[src/rtl/alu_uart_ctrl.sv]
// Byte-framed ALU controller: collects operand A, operand B and an opcode from a
// receiver, drives an external ALU, and hands the result to a transmitter.
module alu_uart_ctrl #(
  parameter int SIZEDATA = 8,
  parameter int SIZEOP   = 6,
  parameter int TIMEOUT  = 1000
) (
  input  logic                CLK,
  input  logic                RESET,
  input  logic [SIZEDATA-1:0] RX_DATA,
  input  logic                RX_VALID,
  input  logic [SIZEDATA-1:0] ALU_RESULT,
  output logic [SIZEDATA-1:0] ALU_A,
  output logic [SIZEDATA-1:0] ALU_B,
  output logic [SIZEOP-1:0]   ALU_OP,
  output logic [SIZEDATA-1:0] TX_DATA,
  output logic                TX_START,
  input  logic                TX_DONE,
  output logic                BUSY,
  output logic                ERROR,
  output logic                DROP
);

  localparam int              CNT_W   = (TIMEOUT > 2) ? $clog2(TIMEOUT) : 1;
  localparam logic [CNT_W-1:0] CNT_MAX = CNT_W'(TIMEOUT - 1);

  typedef enum logic [2:0] {
    WAIT_A,
    WAIT_B,
    WAIT_OP,
    EXEC,
    SEND,
    WAIT_TX
  } state_t;

  state_t            state, state_next;
  logic [CNT_W-1:0]  idle_cnt;
  logic [SIZEOP-1:0] rx_op;
  logic              op_legal;
  logic              timed_out;

  assign rx_op     = RX_DATA[SIZEOP-1:0];
  assign timed_out = (idle_cnt == CNT_MAX) && !RX_VALID;

  always_comb begin
    op_legal = 1'b0;
    case (rx_op)
      SIZEOP'('h20), SIZEOP'('h22), SIZEOP'('h24), SIZEOP'('h25),
      SIZEOP'('h26), SIZEOP'('h27), SIZEOP'('h02), SIZEOP'('h03): op_legal = 1'b1;
      default: ;
    endcase
  end

  always_ff @(posedge CLK) begin
    if (!RESET) state <= WAIT_A;
    else        state <= state_next;
  end

  // NOTE: every output of a combinational block gets a default first, so no path leaves it unassigned and no latch is inferred.
  always_comb begin
    state_next = state;
    TX_START   = 1'b0;
    BUSY       = (state != WAIT_A);
    case (state)
      WAIT_A:  if (RX_VALID) state_next = WAIT_B;
      WAIT_B: begin
        if (RX_VALID)       state_next = WAIT_OP;
        else if (timed_out) state_next = WAIT_A;
      end
      WAIT_OP: begin
        if (RX_VALID)       state_next = op_legal ? EXEC : WAIT_A;
        else if (timed_out) state_next = WAIT_A;
      end
      EXEC:    state_next = SEND;
      SEND: begin
        TX_START   = 1'b1;
        state_next = WAIT_TX;
      end
      WAIT_TX: if (TX_DONE) state_next = WAIT_A;
      default: state_next = WAIT_A;
    endcase
  end

  // NOTE: registered state uses non-blocking assignments so every flop samples pre-edge values regardless of statement order.
  always_ff @(posedge CLK) begin
    if (!RESET) begin
      ALU_A    <= '0;
      ALU_B    <= '0;
      ALU_OP   <= SIZEOP'('h20);
      TX_DATA  <= '0;
      ERROR    <= 1'b0;
      DROP     <= 1'b0;
      idle_cnt <= '0;
    end else begin
      DROP <= RX_VALID && (state == EXEC || state == SEND || state == WAIT_TX);
      case (state)
        WAIT_A: begin
          idle_cnt <= '0;
          if (RX_VALID) begin
            ALU_A <= RX_DATA;
            ERROR <= 1'b0;
          end
        end
        WAIT_B: begin
          if (RX_VALID) begin
            ALU_B    <= RX_DATA;
            idle_cnt <= '0;
          end else if (timed_out) begin
            idle_cnt <= '0;
          end else begin
            idle_cnt <= idle_cnt + 1'b1;
          end
        end
        WAIT_OP: begin
          if (RX_VALID) begin
            idle_cnt <= '0;
            // An illegal opcode aborts the frame but leaves the last good opcode on the ALU.
            if (op_legal) ALU_OP <= rx_op;
            else          ERROR  <= 1'b1;
          end else if (timed_out) begin
            idle_cnt <= '0;
          end else begin
            idle_cnt <= idle_cnt + 1'b1;
          end
        end
        EXEC:    TX_DATA <= ALU_RESULT;
        default: ;
      endcase
    end
  end

endmodule

[config.mk]
export PLATFORM = sky130hd
export DESIGN_NAME = alu_uart_ctrl
export DESIGN_NICKNAME = d
export VERILOG_FILES = /design/src/rtl/alu_uart_ctrl.sv
export SDC_FILE = /design/constraint.sdc
export NUM_CORES = 1
export LEC_CHECK = 0
export CORE_MARGIN = 2
export CORE_UTILIZATION = 35
export DETAILED_ROUTE_END_ITERATION = 16
export DONT_BUFFER_PORTS = 1
export SYNTH_ARGS = -nofsm -noshare
export SYNTH_HDL_FRONTEND = slang
export SYNTH_SLANG_ARGS = --single-unit
[constraint.sdc]
create_clock -name CLK -period 1.6 [get_ports CLK]
set_input_delay 0.24 -clock CLK [delete_from_list [all_inputs] [get_ports CLK]]
set_output_delay 0.24 -clock CLK [all_outputs]
set_load 0.02 [all_outputs]
==> flow_summary.toml <==
[setup_path]
worst_setup_path_start_kind = "flop"
rr_endpoint = "idle_cnt[9]"
regToRegStartpoint = "idle_cnt[3]"
crit_type = "reg2out"
cp_max_fo = 7
regToRegSetupSlack_ns = 0.10
cp.arrival_ns = 1.27
reg2regPathDepth = 5
cp-end-kind = "output port"
required_ns = 1.36

[status]
outcome = "finished clean"

[logic_synthesis]
synth_nets = 235
netlist_instances = 214
ys_types = 40
synthAdderAreaFrac = 0.00657
yosys-mux-area-fraction = 0.0683
ys_ff_latch = 45
yosys.area.top_type_share = 0.473
async_flop_share = 0
synth-compound-area-share = 0.132
netlist_area_um2 = 1900
synth-edff-count = 0
syn_area_per_cell_um2 = 8.90
synth_warnings = 0
synth-simple-area-share = 0.250
yosys.area.top_type = "dfxtp_1"
yosysSeqAreaShare = 0.473
netlist_top_cells_area = "dfxtp_1 (47%), nand2_1 (7.7%), mux2i_1 (6.8%)"
synth_top_family_by_area = "simple AND/OR/NAND/NOR gates"
post_synth_xor_area_fraction = 0.0368
synth_top_flop_cell = "dfxtp_1"

[timing]
drv_slew = 0
max_freq_mhz = 661
hold_viol_final = 0
setup_viol_count_final = 0
skew_ns = 0.00436
max_slew_margin = 0.717
fin_crit_sh = 0.946
tightest_slew_ns = 0.425
period_minus_slack_ns = 1.51
rsz0062_at_grt = "false"
setup_tns_ns = 0

[worst_hold_path]
hold_end = "ALU_OP[5]"
min_path_type = "in2reg"
min_path_cells = 1
hp-start = "RESET"

[global_routing]
grt.overflow.total = 0
grt_max_degree = 42
antenna_found_initial = 0
grt_use_total = 0.144
grt_pass1_vias = 1474
grt_pass1_wl_um = 6930

[clock_tree]
h-tree-depth = 2
clk_pin_slew_ns = 0.08
cts_buffers = 5
cts_hold_buf = 0
insertion_delay_ns = 0.29
post-cts-setup-buffer-count = 0
cts-root-buf = "clkbuf_8"
clockBufferDepth = 2
cts.sinks = 45
cts_tree = "yes"

[route]
routed_wl_um = 4160
dr_total_vias = 1521
drc = 0
wl_per_cell_um = 13.9
dr.pass1.iters = 4
routed_via_density = 5.09
drtAntennaViolNets = 0
drtIter0Drc = 104

[job]
drv_cap = 0

[cells_and_area]
fillers = 518
area_growth_pct = 16.2
drive_above_1_share = 0.179
insertedDiodeCount = 0
nNetsFinal = 251
fin_cells = 299

[placement]
place_inst = 293
io_buffers = 0
gp_congestion = 0.772
dpl.hpwl_um = 2890

[die]
die_area_um2 = 6050
rows = 26
die_w_um = 77.8
start_util = 0.368
die_h_um = 77.8
core_um2 = 5170
ios = 54

[power]
power.leakage_nw = 0.820
finalPower_mw = 2.07
ir_drop_v = 0.000404
power.density_nw_per_um2 = 937
layout make-up:
type                    instances  area (um2)  share of cell area
repair buffers                 21         170              0.0769
flip-flops and latches         45         906               0.409
clock buffers                   5        68.8              0.0311
well taps                      70        87.6              0.0396
clock inverters                 1        5.00             0.00226
inverters                       3        11.3             0.00509
multi-input cells             154         965               0.436
logic make-up after synthesis:
family,count (synthesis)
adder cells (fa/ha/maj),1
flip-flops,45
XOR/XNOR,8
AO/OA/AOI/OAI,38
buffers and inverters,15
multiplexers,13
AND/OR/NAND/NOR,94
Yosys cell counts, drive strengths merged, types with 2 or more instances:
cell / n
nor3: 10
o211ai: 3
o2111ai: 2
or3: 2
nand2: 39
nor2b: 3
mux2i: 13
xor2: 5
nand4: 4
xnor2: 3
clkbuf: 7
o31ai: 2
nor2: 16
a22oi: 2
nand3: 3
a21oi: 21
inv: 3
nand2b: 4
and3: 5
buf: 5
dfxtp: 45
layout by cell type, fill, tap and decap left out, types with 2 or more instances in the layout:
master / instances
nor3_1: 9
nand3_1: 3
nand4_1: 4
a22oi_1: 2
xnor2_1: 3
nand2_1: 39
mux2i_1: 13
o31ai_1: 2
dfxtp_1: 41
dfxtp_2: 4
and3_1: 4
inv_1: 3
clkbuf_8: 5
buf_4: 20
nor2_1: 16
xor2_1: 5
nand2b_1: 4
o211ai_1: 3
nor2b_1: 2
a21oi_1: 21
power by group:
part	leakage, nW	switching, mW	internal, mW	total (mW)
logic	0.414	0.117	0.0973	0.215
clock network	0.0399	0.354	0.288	0.642
registers	0.367	0.0633	1.15	1.22
critical path, stage by stage (launching register included):
cell and delay, ns:
dfxtp_2 0.39, buf_4 0.17, or3_4 0.43
timing repair:
action | CTS | global route
gates resized for setup | 3 | 6
endpoints found under the setup margin | 11 | 19
pin swaps | 0 | 3
gates cloned | 0 | 0
state kept, by name, indices dropped and copies added, names as in the netlist:
name,count
ALU_B,8
idle_cnt,10
ERROR,1
ALU_OP,6
TX_DATA,8
ALU_A,8
state,3
DROP,1
routing by layer:
| metal | vias to the layer above | GRT usage | routed length (um) |
|---|---|---|---|
| li1 | 773 | - | - |
| met1 | 691 | 0.184 | 1960 |
| met2 | 50 | 0.227 | 1850 |
| met3 | 7 | 0.0372 | 280 |
| met4 | 0 | 0.0643 | 71 |
| met5 | - | 0 | 0 |
metrics by stage:
| step | setup WS [ns] | area, um2 | utilization | hold WS [ns] |
|---|---|---|---|---|
| 6_report | 0.0870 | 2210 | 0.428 | 0.00787 |
| 5_1_grt | 0.0102 | 2210 | 0.428 | 0.00271 |
| 4_1_cts | 0.0244 | 2200 | 0.425 | 0.000261 |
| 3_5_place_dp | 0.0176 | 2110 | 0.408 | 0.309 |
| 3_3_place_gp | 0.0873 | 2110 | 0.408 | 0.305 |
| 2_1_floorplan | 0.157 | 1900 | - | 0.302 |
how the worst max path moves through the flow:
stage / start / end / slack, ns / cells past startpoint
finish: state[2] / BUSY / 0.09 / 2
global route: idle_cnt[3] / idle_cnt[9] / 0.01 / 5
CTS: state[0] / BUSY / 0.02 / 2
detailed placement: idle_cnt[9] / idle_cnt[4] / 0.02 / 5
global placement: idle_cnt[9] / idle_cnt[8] / 0.09 / 5
floorplan: state[2] / ALU_B[7] / 0.16 / 4
Power figures use the tool's default switching activity.
